File: src/rtl/mac_pkg.sv
// Shared types for the multiply-accumulate datapath.
// The operand pair is the unit of transfer into the MAC.
package mac_pkg;

  localparam int DATA_W = 16;
  localparam int PROD_W = 2 * DATA_W;

  typedef struct packed {
    logic [DATA_W-1:0] a;
    logic [DATA_W-1:0] b;
    logic              last;
  } operand_pair_t;

endpackage

File: src/rtl/mac_operand_feeder_if.sv
// Producer-side handshake and MAC-side issue bundle of the operand feeder.
// The master drives operands and control; the slave is the feeder.
interface mac_operand_feeder_if #(
  parameter int DATA_W = 16,
  parameter int DEPTH  = 8,
  parameter int CNT_W  = 16
);

  localparam int LW = $clog2(DEPTH) + 1;

  logic [DATA_W-1:0] s_a;
  logic [DATA_W-1:0] s_b;
  logic              s_last;
  logic              s_valid;
  logic              s_ready;
  logic              stall;
  logic              flush;
  logic [DATA_W-1:0] m_a;
  logic [DATA_W-1:0] m_b;
  logic              m_valid;
  logic              m_last;
  logic              vec_done;
  logic [CNT_W-1:0]  vec_len;
  logic [LW-1:0]     level;

  modport master (
    output s_a, s_b, s_last, s_valid, stall, flush,
    input  s_ready, m_a, m_b, m_valid, m_last,
    input  vec_done, vec_len, level
  );

  modport slave (
    input  s_a, s_b, s_last, s_valid, stall, flush,
    output s_ready, m_a, m_b, m_valid, m_last,
    output vec_done, vec_len, level
  );

endinterface

File: src/rtl/mac_sync_fifo.sv
// Single-clock FIFO with combinational read of the head entry.
// Flush wins over push and pop; a full FIFO refuses pushes outright.
module mac_sync_fifo #(
  parameter int W     = 33,
  parameter int DEPTH = 8,
  localparam int PW   = $clog2(DEPTH),
  localparam int LW   = PW + 1
) (
  input  logic          clk,
  input  logic          reset,
  input  logic          i_push,
  input  logic          i_pop,
  input  logic          i_flush,
  input  logic [W-1:0]  i_wdata,
  output logic [W-1:0]  o_rdata,
  output logic          o_full,
  output logic          o_empty,
  output logic [LW-1:0] o_level
);

  logic [W-1:0]  r_mem [DEPTH];
  logic [PW-1:0] r_wr;
  logic [PW-1:0] r_rd;
  logic [LW-1:0] r_level;
  logic          w_push;
  logic          w_pop;

  assign o_full  = (r_level == LW'(DEPTH));
  assign o_empty = (r_level == '0);
  assign o_level = r_level;
  assign o_rdata = r_mem[r_rd];

  assign w_push = i_push && !o_full && !i_flush;
  assign w_pop  = i_pop && !o_empty && !i_flush;

  always_ff @(posedge clk) begin
    if (w_push) r_mem[r_wr] <= i_wdata;
  end

  always_ff @(posedge clk or posedge reset) begin
    if (reset) begin
      r_wr    <= '0;
      r_rd    <= '0;
      r_level <= '0;
    end else if (i_flush) begin
      r_wr    <= '0;
      r_rd    <= '0;
      r_level <= '0;
    end else begin
      if (w_push) r_wr <= r_wr + 1'b1;
      if (w_pop)  r_rd <= r_rd + 1'b1;
      if (w_push && !w_pop)
        r_level <= r_level + 1'b1;
      else if (!w_push && w_pop)
        r_level <= r_level - 1'b1;
    end
  end

endmodule

File: src/rtl/mac_operand_feeder.sv
// Buffers operand pairs and issues one per cycle to the MAC,
// tracking vector length via the last flag.
module mac_operand_feeder #(
  parameter int DATA_W = mac_pkg::DATA_W,
  parameter int DEPTH  = 8,
  parameter int CNT_W  = 16
) (
  input logic                 clk,
  input logic                 reset,
  mac_operand_feeder_if.slave bus
);

  import mac_pkg::*;

  localparam int W  = 2 * DATA_W + 1;
  localparam int LW = $clog2(DEPTH) + 1;

  logic [W-1:0]      w_rdata;
  logic [W-1:0]      w_wdata;
  logic              w_full;
  logic              w_empty;
  logic [LW-1:0]     w_level;
  logic              w_pop;
  logic [CNT_W-1:0]  w_cnt_inc;
  logic [DATA_W-1:0] r_m_a;
  logic [DATA_W-1:0] r_m_b;
  logic              r_m_valid;
  logic              r_m_last;
  logic              r_vec_done;
  logic [CNT_W-1:0]  r_vec_len;
  logic [CNT_W-1:0]  r_cnt;

  assign w_wdata = {bus.s_a, bus.s_b, bus.s_last};
  assign w_pop   = !w_empty && !bus.stall && !bus.flush;

  // Counter parks at all-ones instead of wrapping.
  assign w_cnt_inc = (r_cnt == '1) ? r_cnt : r_cnt + 1'b1;

  mac_sync_fifo #(
    .W     (W),
    .DEPTH (DEPTH)
  ) u_fifo (
    .clk     (clk),
    .reset   (reset),
    .i_push  (bus.s_valid && bus.s_ready),
    .i_pop   (w_pop),
    .i_flush (bus.flush),
    .i_wdata (w_wdata),
    .o_rdata (w_rdata),
    .o_full  (w_full),
    .o_empty (w_empty),
    .o_level (w_level)
  );

  always_ff @(posedge clk or posedge reset) begin
    if (reset) begin
      r_m_a      <= '0;
      r_m_b      <= '0;
      r_m_valid  <= 1'b0;
      r_m_last   <= 1'b0;
      r_vec_done <= 1'b0;
      r_vec_len  <= '0;
      r_cnt      <= '0;
    end else if (bus.flush) begin
      r_m_valid  <= 1'b0;
      r_m_last   <= 1'b0;
      r_vec_done <= 1'b0;
      r_cnt      <= '0;
    end else if (w_pop) begin
      r_m_a      <= w_rdata[W-1 -: DATA_W];
      r_m_b      <= w_rdata[DATA_W:1];
      r_m_valid  <= 1'b1;
      r_m_last   <= w_rdata[0];
      r_vec_done <= w_rdata[0];
      if (w_rdata[0]) begin
        r_vec_len <= w_cnt_inc;
        r_cnt     <= '0;
      end else begin
        r_cnt     <= w_cnt_inc;
      end
    end else begin
      r_m_valid  <= 1'b0;
      r_m_last   <= 1'b0;
      r_vec_done <= 1'b0;
    end
  end

  assign bus.s_ready  = !w_full;
  assign bus.m_a      = r_m_a;
  assign bus.m_b      = r_m_b;
  assign bus.m_valid  = r_m_valid;
  assign bus.m_last   = r_m_last;
  assign bus.vec_done = r_vec_done;
  assign bus.vec_len  = r_vec_len;
  assign bus.level    = w_level;

endmodule

File: src/flat_wrapper.sv
// flat-port wrapper written by rule: the top's interface ports become plain ports
module mac_operand_feeder_flat import mac_pkg::*;
#(
  parameter int DATA_W = mac_pkg::DATA_W,
  parameter int DEPTH  = 8,
  parameter int CNT_W  = 16
)
  (clk, reset, bus_s_a, bus_s_b, bus_s_last, bus_s_valid, bus_stall, bus_flush, bus_s_ready, bus_m_a, bus_m_b, bus_m_valid, bus_m_last, bus_vec_done, bus_vec_len, bus_level);
  mac_operand_feeder_if #(.DATA_W(DATA_W), .DEPTH(DEPTH), .CNT_W(CNT_W)) bus_i ();
  input logic clk;
  input logic reset;
  input wire logic [$bits(bus_i.s_a)-1:0] bus_s_a;
  input wire logic [$bits(bus_i.s_b)-1:0] bus_s_b;
  input wire logic [$bits(bus_i.s_last)-1:0] bus_s_last;
  input wire logic [$bits(bus_i.s_valid)-1:0] bus_s_valid;
  input wire logic [$bits(bus_i.stall)-1:0] bus_stall;
  input wire logic [$bits(bus_i.flush)-1:0] bus_flush;
  output wire logic [$bits(bus_i.s_ready)-1:0] bus_s_ready;
  output wire logic [$bits(bus_i.m_a)-1:0] bus_m_a;
  output wire logic [$bits(bus_i.m_b)-1:0] bus_m_b;
  output wire logic [$bits(bus_i.m_valid)-1:0] bus_m_valid;
  output wire logic [$bits(bus_i.m_last)-1:0] bus_m_last;
  output wire logic [$bits(bus_i.vec_done)-1:0] bus_vec_done;
  output wire logic [$bits(bus_i.vec_len)-1:0] bus_vec_len;
  output wire logic [$bits(bus_i.level)-1:0] bus_level;
  assign bus_i.s_a = bus_s_a;
  assign bus_i.s_b = bus_s_b;
  assign bus_i.s_last = bus_s_last;
  assign bus_i.s_valid = bus_s_valid;
  assign bus_i.stall = bus_stall;
  assign bus_i.flush = bus_flush;
  assign bus_s_ready = bus_i.s_ready;
  assign bus_m_a = bus_i.m_a;
  assign bus_m_b = bus_i.m_b;
  assign bus_m_valid = bus_i.m_valid;
  assign bus_m_last = bus_i.m_last;
  assign bus_vec_done = bus_i.vec_done;
  assign bus_vec_len = bus_i.vec_len;
  assign bus_level = bus_i.level;
  mac_operand_feeder #(.DATA_W(DATA_W), .DEPTH(DEPTH), .CNT_W(CNT_W)) u_core (.clk(clk), .reset(reset), .bus(bus_i));
endmodule
File: config.mk
export PLATFORM = sky130hd
export DESIGN_NAME = mac_operand_feeder_flat
export DESIGN_NICKNAME = d
export VERILOG_FILES = /design/src/rtl/mac_pkg.sv /design/src/rtl/mac_operand_feeder_if.sv /design/src/rtl/mac_sync_fifo.sv /design/src/rtl/mac_operand_feeder.sv /design/src/flat_wrapper.sv
export SDC_FILE = /design/constraint.sdc
export NUM_CORES = 1
export LEC_CHECK = 0
export ABC_AREA = 1
export CORE_MARGIN = 5
export CORE_UTILIZATION = 33
export DETAILED_ROUTE_END_ITERATION = 16
export GPL_TIMING_DRIVEN = 0
export PLACE_DENSITY = 0.57
export RECOVER_POWER = 25
export SYNTH_ARGS = -nofsm -noshare
export SYNTH_HDL_FRONTEND = slang
export SYNTH_SLANG_ARGS = --single-unit
File: constraint.sdc
create_clock -name clk -period 5.3 [get_ports clk]
set_input_delay 1.06 -clock clk [delete_from_list [all_inputs] [get_ports clk]]
set_output_delay 1.06 -clock clk [all_outputs]
set_load 0.03 [all_outputs]
== Word level (Yosys, flattened, before mapping) ==
Memory sizes are Yosys's and may differ from the RTL's.
Index checks and enable logic that the tools add are counted.
Cells by class
  muxes and demuxes: 17
  add/sub/neg operators: 5
  multipliers: 0
  reduce and logical (&&, ||, !) cells: 22
  divide/modulo/power cells: 0
  bitwise operators: 1
  shift operators: 0
  order comparisons: 0
  equal/unequal tests: 2
Operators with widths (number)
  16-bit two-way mux: 4
  16-bit by 1-bit adder with 16-bit output, second input constant: 1
  16-bit equality test, second input constant: 1
  3-bit two-way mux: 4
  4-bit two-way mux: 3
  1-bit logical AND: 9
  3-bit by 1-bit adder with 3-bit output, second input constant: 2
  1-bit logical NOT: 6
  1-bit two-way mux: 6
  2-bit nonzero test: 3
  4-bit by 1-bit adder with 4-bit output, second input constant: 1
  4-bit equality test, second input constant: 1
  4-bit logical NOT: 1
  4-bit by 1-bit subtractor with 4-bit output, second input constant: 1
  3-bit AND reduction: 1
  3-bit nonzero test: 1
  2-bit AND reduction: 1
  1-bit inverter: 1
Storage, ports and cells
  ROM bits: 0
  bits in writable memories: 264
  bits in latches: 0
  output and inout bits: 56
  bits of input ports: 38
  flip-flop bits (word level): 76
  memories kept: 1
Memories
  u_core.u_fifo.r_mem: depth 8, bits a word 33, rd ports 1, clocked after Yosys merged registers in 0, write ports 1, RTL line mac_sync_fifo.sv:21  | logic [W-1:0] r_mem [DEPTH];

== Depth between registers and ports, before layout ==
Gate-level depths: netlist of run 1.
  depth in word-level cells: 10
  mapped depth: 14
  depth with buffers taken out: 14

== Hierarchy ==
Synthesis of run 1 repeated with hierarchy kept, for this count alone.
Second synthesis, totals
  cell total of the unflattened synthesis: 1250
  area total of the unflattened synthesis: 13992.2 sq um
By module, submodules not included
  mac_sync_fifo: instances 1, cells an instance 870, area an instance 10956.8 sq um
  mac_operand_feeder: instances 1, cells an instance 380, area an instance 3035.4 sq um

== Worst setup path before layout of run 1 ==
No wires, ideal clock.
  path type: input port to flip-flop
  start point: in bus_flush
  end point: mem u_core.u_fifo.r_mem[0][0], enable pin
  arrival: 2.902 ns
  setup time: 0.423 ns
  path slack: 1.975 ns
  stages on the path: 5
  path buffers: 0
  data required time: 4.877 ns
  cell sequence: inv_1 nand3_1 inv_1 nand2_1 nor2_1
On the way
  cells in the longest elaborated chain, start to end: 4
Ends and longest elaborated chain
  from (decl): RTL line flat_wrapper.sv:17  | input wire logic [$bits(bus_i.flush)-1:0] bus_flush;
  1-bit logical NOT: RTL line mac_sync_fifo.sv:33  | assign w_push = i_push && !o_full && !i_flush;
  1-bit logical AND: RTL line mac_sync_fifo.sv:33
  1-bit two-way mux: RTL line mac_sync_fifo.sv:37  | if (w_push) r_mem[r_wr] <= i_wdata;
  1-bit two-way mux (implied by the code): RTL line mac_sync_fifo.sv:37
  to (decl): RTL line mac_sync_fifo.sv:21
Every way passes these cells.

== Worst setup path after layout of run 1 ==
  start point: in bus_flush
  end point: mem u_core.u_fifo.r_mem[7][24], enable pin
The elaborated chain is that of the path after synthesis.

==> results.json, run 1 <==
{
  "min_from": "u_core.bus.m_a[11]",
  "required_ns": 5.54,
  "ys_ff_latch": 340,
  "slew_headroom": 0.373,
  "synth.avg_cell_area_um2": 11.6,
  "crit-reg2reg-launch": "u_core.u_fifo.o_level[3]",
  "critPathKind": "in -> reg",
  "hpwl_mm": 23.3,
  "synth_top_area_cell": "edfxtp_1",
  "min_path_cells": 2,
  "synthTopCellsByArea": "edfxtp_1, dfrtp_1, nand2_1, nor2_1, o21ai_0",
  "die_w_um": 214,
  "power.density_nw_per_um2": 460,
  "cts_tree": "yes",
  "routedWlPerCell_um": 19.5,
  "cp_common_cell": "inv_1",
  "cp.arrival_ns": 3.26,
  "worst_skew_pair.late_latency_ns": 0.54,
  "hold_buffers": 0,
  "diodes": 0,
  "synth_edf_count": 264,
  "clock.fmax_ghz": 0.330,
  "synth.top_cell.area_share": 0.577,
  "dieArea_um2": 45800,
  "syn_to_final_growth_pct": 23.2,
  "tightest_slew_ns": 0.941,
  "slew_violations": 0,
  "crit_fanout": 21,
  "cts_made_buffers": 38,
  "cts_resized": 0,
  "fin_area_um2": 16900,
  "slowest_stage": "nor2_4",
  "post-cts-setup-buffers": 0,
  "rsz0062_at_grt": "false",
  "setup_tns_ns": 0,
  "rows": 74,
  "htree_levels": 2,
  "fin_skew_ns": 0.0232,
  "via_per_inst": 4.94,
  "clk_root_buffer_cell": "clkbuf_16",
  "grt_overflow": 0,
  "finalHoldViolations": 0,
  "hp-class": "reg -> reg",
  "firstDrtPassIters": 5,
  "fp.coreArea_um2": 41000,
  "yosys-top-cells-count": "edfxtp_1, nand2_1, nor2_1",
  "rrSetupSlack_ns": 2.87,
  "num_vias": 9310,
  "leakagePower_nw": 6.13,
  "clkTransAtPathRegs_ns": 0.06,
  "drc": 0,
  "cpLargestDelayFamily": "simple AND/OR/NAND/NOR gates",
  "die_h_um": 214,
  "cp-end-kind": "flip-flop",
  "fin_nets": 1366,
  "start_kind": "input pin",
  "syn-num-nets": 1224,
  "clock_path_buffers": 3,
  "fin_crit_ns": 3.03,
  "grt_pass1_vias": 9154,
  "syn-cell-area_um2": 13700,
  "ir_worst_vdd_uv": 304,
  "grt_usage": 0.157,
  "min_to": "u_core.bus.m_a[11]",
  "initial_utilization": 0.335,
  "drtAntennaViolNets": 0,
  "yosysWarnings": 0,
  "status": "complete, no violations",
  "final_layout_size_suffix_gt1_frac": 0.0918,
  "ys_seq_area_frac": 0.716,
  "n_fill_cell": 3856,
  "ff2ff_path_depth": 8,
  "fin_crit_sh": 0.571,
  "synth_most_common_cell": "edfxtp_1",
  "synth-main-ff-cell": "edfxtp_1",
  "drt_iter0_drc": 829,
  "critPathBufInv": 4,
  "cp_slowest_stage_delay_ns": 0.73,
  "detailed_place.area_um2": 15600,
  "synth_cell_types": 30,
  "async_flop_share": 0.224,
  "finalSetupViolCount": 0,
  "numClockSinks": 340,
  "cap_violations": 0,
  "cp_cell_sequence": "clkdlybuf4s50_1, inv_1, nand3_1, inv_1, nand2_1, nor2_4, buf_16",
  "reg2reg_to": "u_core.u_fifo.r_mem[7][24]",
  "io-pin-count": 94,
  "antenna_found_initial": 2,
  "grt_pass1_wl_mm": 55.8,
  "synthCells": 1180,
  "grt_start_max_net_pins": 44,
  "gp_congestion": 0.830,
  "portBuffers": 93,
  "totalWireLength_mm": 36.7
}
area by class of cell:
cell class	count	area, um^2	area share
buffer	61	319	0.0189
clock buffer	49	1040	0.0616
clock inverter	20	256	0.0152
inverter	36	140	0.00828
multi-input combinational	743	3510	0.207
sequential	340	9830	0.581
tap	532	666	0.0393
timing repair buffer	102	1160	0.0688
worst max-delay path by stage:
stage	from	endpoint	slack, ns	depth (start not counted)
6_report	bus_flush	u_core.u_fifo.r_mem[7][24]	2.27	7
5_1_grt	bus_flush	u_core.u_fifo.r_mem[7][24]	2.10	7
4_1_cts	bus_flush	u_core.u_fifo.r_mem[7][24]	2.25	7
3_5_place_dp	bus_flush	u_core.u_fifo.r_mem[7][6]	1.68	7
3_3_place_gp	bus_flush	u_core.u_fifo.r_mem[2][6]	-0.29	6
2_1_floorplan	bus_flush	u_core.u_fifo.r_mem[0][0]	1.97	5
sequential cells by signal, summed over array words and instances (netlist names):
| signal | count |
|---|---|
| u_core.u_fifo.r_mem | 264 |
| u_core.bus.m_a | 16 |
| u_core.bus.m_b | 16 |
| u_core.bus.vec_len | 16 |
| u_core.r_cnt | 16 |
| u_core.u_fifo.o_level | 4 |
| u_core.u_fifo.r_rd | 3 |
| u_core.u_fifo.r_wr | 3 |
| u_core.bus.m_last | 1 |
| u_core.bus.m_valid | 1 |
layer usage:
metal	track usage	vias to the layer above	part of all wire
met5	0	-	0.00019
met4	0.0389	2	0.019
met3	0.0292	56	0.065
met2	0.252	331	0.46
met1	0.223	4514	0.45
li1	-	4407	-
cells by family (layout without fill, tap and decap cells):
logic type | Yosys count | count (layout) | synth area share
AO/OA/AOI/OAI | 227 | 227 | 0.0953
XOR/XNOR | 7 | 7 | 0.00446
buffers and inverters | 97 | 268 | 0.0333
AND/OR/NAND/NOR | 503 | 503 | 0.145
adder cells (fa/ha/maj) | 6 | 6 | 0.00601
flip-flops | 340 | 340 | 0.716
where the power goes:
| group | switching [mW] | internal (mW) | leakage, nW |
|---|---|---|---|
| Combinational | 1.25 | 0.631 | 2.11 |
| Sequential | 0.118 | 3.08 | 3.38 |
| Clock | 1.06 | 1.64 | 0.635 |
| Total | 2.43 | 5.36 | 6.13 |
worst min-delay path: cells and delay by family (launching register included):
family        cells  cell delay, ns
simple gates      2            0.10
flops             1            0.34
cells in the final DEF (no fill, tap or decap), types with 30 or more instances in the layout:
cell,Yosys,layout
edfxtp_1,264,264
o21ai_0,128,128
dfrtp_1,76,76
clkdlybuf4s50_1,0,69
nor2_1,216,208
clkbuf_1,26,32
inv_1,31,30
clkbuf_16,0,38
nand3_1,50,50
nand2_1,221,221
o211ai_1,64,64
per-stage QoR:
stage          instances  worst slack [ns]   util  hold slack, ns  power (mW)
3_5_place_dp        1814              1.68  0.381           0.465        5.15
6_report            1883              2.27  0.413           0.474        7.79
3_3_place_gp        1805            -0.288  0.374           0.462        5.11
5_1_grt             1883              2.10  0.413           0.501        8.18
4_1_cts             1883              2.25  0.413           0.481        7.88
2_1_floorplan       1180              1.97      -           0.496        4.35
No activity file was read; power rests on OpenSTA's default activity.
==> run 2: changes to the inputs <==
==> constraint.sdc (replaced) <==
create_clock -name clk -period 2.99 [get_ports clk]
set_input_delay 0.598 -clock clk [delete_from_list [all_inputs] [get_ports clk]]
set_output_delay 0.598 -clock clk [all_outputs]
set_load 0.03 [all_outputs]
==> results of run 2 <==
The final DEF is identical to that of run 1. Status: complete, no violations.
Among the figures that moved: setup slack after placement 1.68 ns -> -0.166 ns; setup slack after layout 2.27 ns -> 0.425 ns; hold slack 0.474 ns -> 0.464 ns; register-to-register setup slack 2.87 ns -> 0.56 ns; total power 7.79 mW -> 13.8 mW; worst IR drop on VDD 304 uV -> 539 uV
==> run 3: changes to the inputs <==
--- a/config.mk
+++ b/config.mk
@@ -7,11 +7,13 @@
 export LEC_CHECK = 0
 export ABC_AREA = 1
 export CORE_MARGIN = 5
-export CORE_UTILIZATION = 33
+export CORE_UTILIZATION = 49
+export CTS_CLUSTER_SIZE = 16
 export DETAILED_ROUTE_END_ITERATION = 16
 export GPL_TIMING_DRIVEN = 0
-export PLACE_DENSITY = 0.57
+export PLACE_DENSITY = 0.75
 export RECOVER_POWER = 25
+export SKIP_LAST_GASP = 1
 export SYNTH_ARGS = -nofsm -noshare
 export SYNTH_HDL_FRONTEND = slang
 export SYNTH_SLANG_ARGS = --single-unit
==> run 3 against run 2 <==
Worst setup slack better by 0.0036 ns. Routed wire length down 5.4%. Combinational power about the same. Clock skew down 0.0020 ns. Final area down 2.2%. Via count up 3.3%. Critical path depth unchanged. Largest power group unchanged.
==> results.json, run 3 (synthesis gave the netlist of run 1 again) <==
{
  "worst_skew_pair.late_latency_ns": 0.52,
  "cts_tree": "yes",
  "clkTransAtPathRegs_ns": 0.06,
  "seqPwrFrac": 0.428,
  "critPathBufInv": 4,
  "cts_resized": 0,
  "top_register": "u_core.u_fifo.r_mem",
  "final_layout_size_suffix_gt1_frac": 0.0832,
  "min_path_cells": 2,
  "slew_headroom": 0.132,
  "routedWlPerCell_um": 20.1,
  "cp-end-kind": "flip-flop",
  "final_cell_count_no_fill": 1724,
  "cp_num_cells": 7,
  "cp.arrival_ns": 2.77,
  "cp_slowest_stage_delay_ns": 0.70,
  "diodes": 0,
  "dieArea_um2": 31500,
  "p_int_mw": 9.08,
  "hp-class": "reg -> reg",
  "clk_root_buffer_cell": "clkbuf_16",
  "rows": 61,
  "clock.fmax_ghz": 0.390,
  "fin_crit_ns": 2.56,
  "drt_iter0_drc": 1315,
  "dp_cells": 1660,
  "n_fill_cell": 2157,
  "gp_congestion": 0.884,
  "finalHoldViolations": 0,
  "finalSetupViolCount": 0,
  "slew_violations": 0,
  "clock_path_buffers": 3,
  "leakagePower_nw": 6.03,
  "die_w_um": 177,
  "final_common_cell": "edfxtp_1",
  "rsz0062_at_grt": "false",
  "cts_made_buffers": 35,
  "slowest_stage": "nor2_4",
  "cp_cell_sequence": "clkdlybuf4s50_1, inv_1, nand3_1, inv_1, nand2_1, nor2_4, buf_16",
  "grt_start_max_net_pins": 56,
  "htree_levels": 2,
  "crit_fanout": 18,
  "portBuffers": 93,
  "tightest_slew_ns": 1.29,
  "final_cell_mix": "edfxtp_1, nand2_1, nor2_1",
  "die_h_um": 177,
  "power_mw": 13.2,
  "num_vias": 9613,
  "power_frac_clock": 0.322,
  "drc": 0,
  "cpLargestDelayFamily": "simple AND/OR/NAND/NOR gates",
  "status": "complete, no violations",
  "initial_utilization": 0.496,
  "fp.coreArea_um2": 27700,
  "fin_ws_ns": 0.429,
  "fin_nets": 1363,
  "fin_crit_sh": 0.857,
  "hpwl_mm": 22.1,
  "cp_common_cell": "inv_1",
  "grt_usage": 0.222,
  "grt_pass1_wl_mm": 54.0,
  "start_kind": "input pin",
  "io-pin-count": 94,
  "p_comb_frac": 0.250,
  "ff2ff_path_depth": 8,
  "via_per_inst": 5.58,
  "firstDrtPassIters": 5,
  "fin_skew_ns": 0.0212,
  "power.density_nw_per_um2": 800,
  "holdWs_ns": 0.475,
  "syn_to_final_growth_pct": 20.5,
  "ir_worst_vdd_uv": 581,
  "antenna_found_initial": 2,
  "totalWireLength_mm": 34.7,
  "setup_tns_ns": 0,
  "largest_reg_flops": 264,
  "numClockSinks": 340,
  "switchingPower_mw": 4.15,
  "grt_overflow": 0,
  "post-cts-setup-buffers": 0,
  "p_sw_frac": 0.314,
  "cap_violations": 0,
  "required_ns": 3.20,
  "critPathKind": "in -> reg",
  "drtAntennaViolNets": 0,
  "grt_pass1_vias": 9570,
  "hold_buffers": 0,
  "dp_slack_ns": -0.0880
}
==> run 3: worst paths after layout <==
path / startpoint / endpoint / slack [ns]
min reg2reg: u_core.bus.m_a[3] / u_core.bus.m_a[3] / 0.47
max in group asynchronous: reset / u_core.u_fifo.r_wr[1] / 1.39
min: u_core.bus.m_a[3] / u_core.bus.m_a[3] / 0.47
min in group asynchronous: reset / u_core.bus.m_b[1] / 0.82
max reg2reg: u_core.u_fifo.o_level[3] / u_core.u_fifo.r_mem[4][32] / 0.60
max: bus_flush / u_core.u_fifo.r_mem[4][32] / 0.43
==> run 3: stage by stage <==
step | util | instance area [um^2]
after CTS | 0.597 | 16600
final | 0.597 | 16600
after global routing | 0.597 | 16600
after detailed placement | 0.557 | 15400
after floorplan | - | 13700
after global placement | 0.546 | 15100
==> run 3: final cells by class <==
class	count	area, um^2	share of cell area
Clock buffer	57	1050	0.0634
Buffer	61	319	0.0193
Timing Repair Buffer	102	1160	0.0698
Multi-Input combinational cell	743	3510	0.212
Sequential cell	340	9830	0.594
Clock inverter	7	78.8	0.00476
Tap cell	378	473	0.0286
Inverter	36	139	0.00839
==> run 3: routing by layer <==
metal	vias up	routed length, um	GRT usage	share of wire
met5	-	21	0	0.00061
met4	4	945	0.0732	0.027
met3	78	3010	0.0437	0.087
met2	453	16600	0.360	0.48
met1	4673	14100	0.305	0.41
li1	4405	-	-	-
==> run 3: worst reg2reg max path: stages, from the launching register on <==
cell and delay, ns:
dfrtp_1 0.42, inv_1 0.09, nor2_1 0.05, nand2_1 0.08
nand3_1 0.10, inv_1 0.12, nand2_1 0.25, nor2_4 0.70
buf_16 0.26
==> run 3: power by group through the flow <==
stage / sequential [mW] / combinational (mW) / clock [mW]
floorplan: 6.21 / 1.50 / 0
global placement: 5.76 / 3.18 / 0
detailed placement: 5.76 / 3.30 / 0
CTS: 5.67 / 3.32 / 4.30
global route: 5.72 / 3.60 / 4.52
finish: 5.67 / 3.31 / 4.26
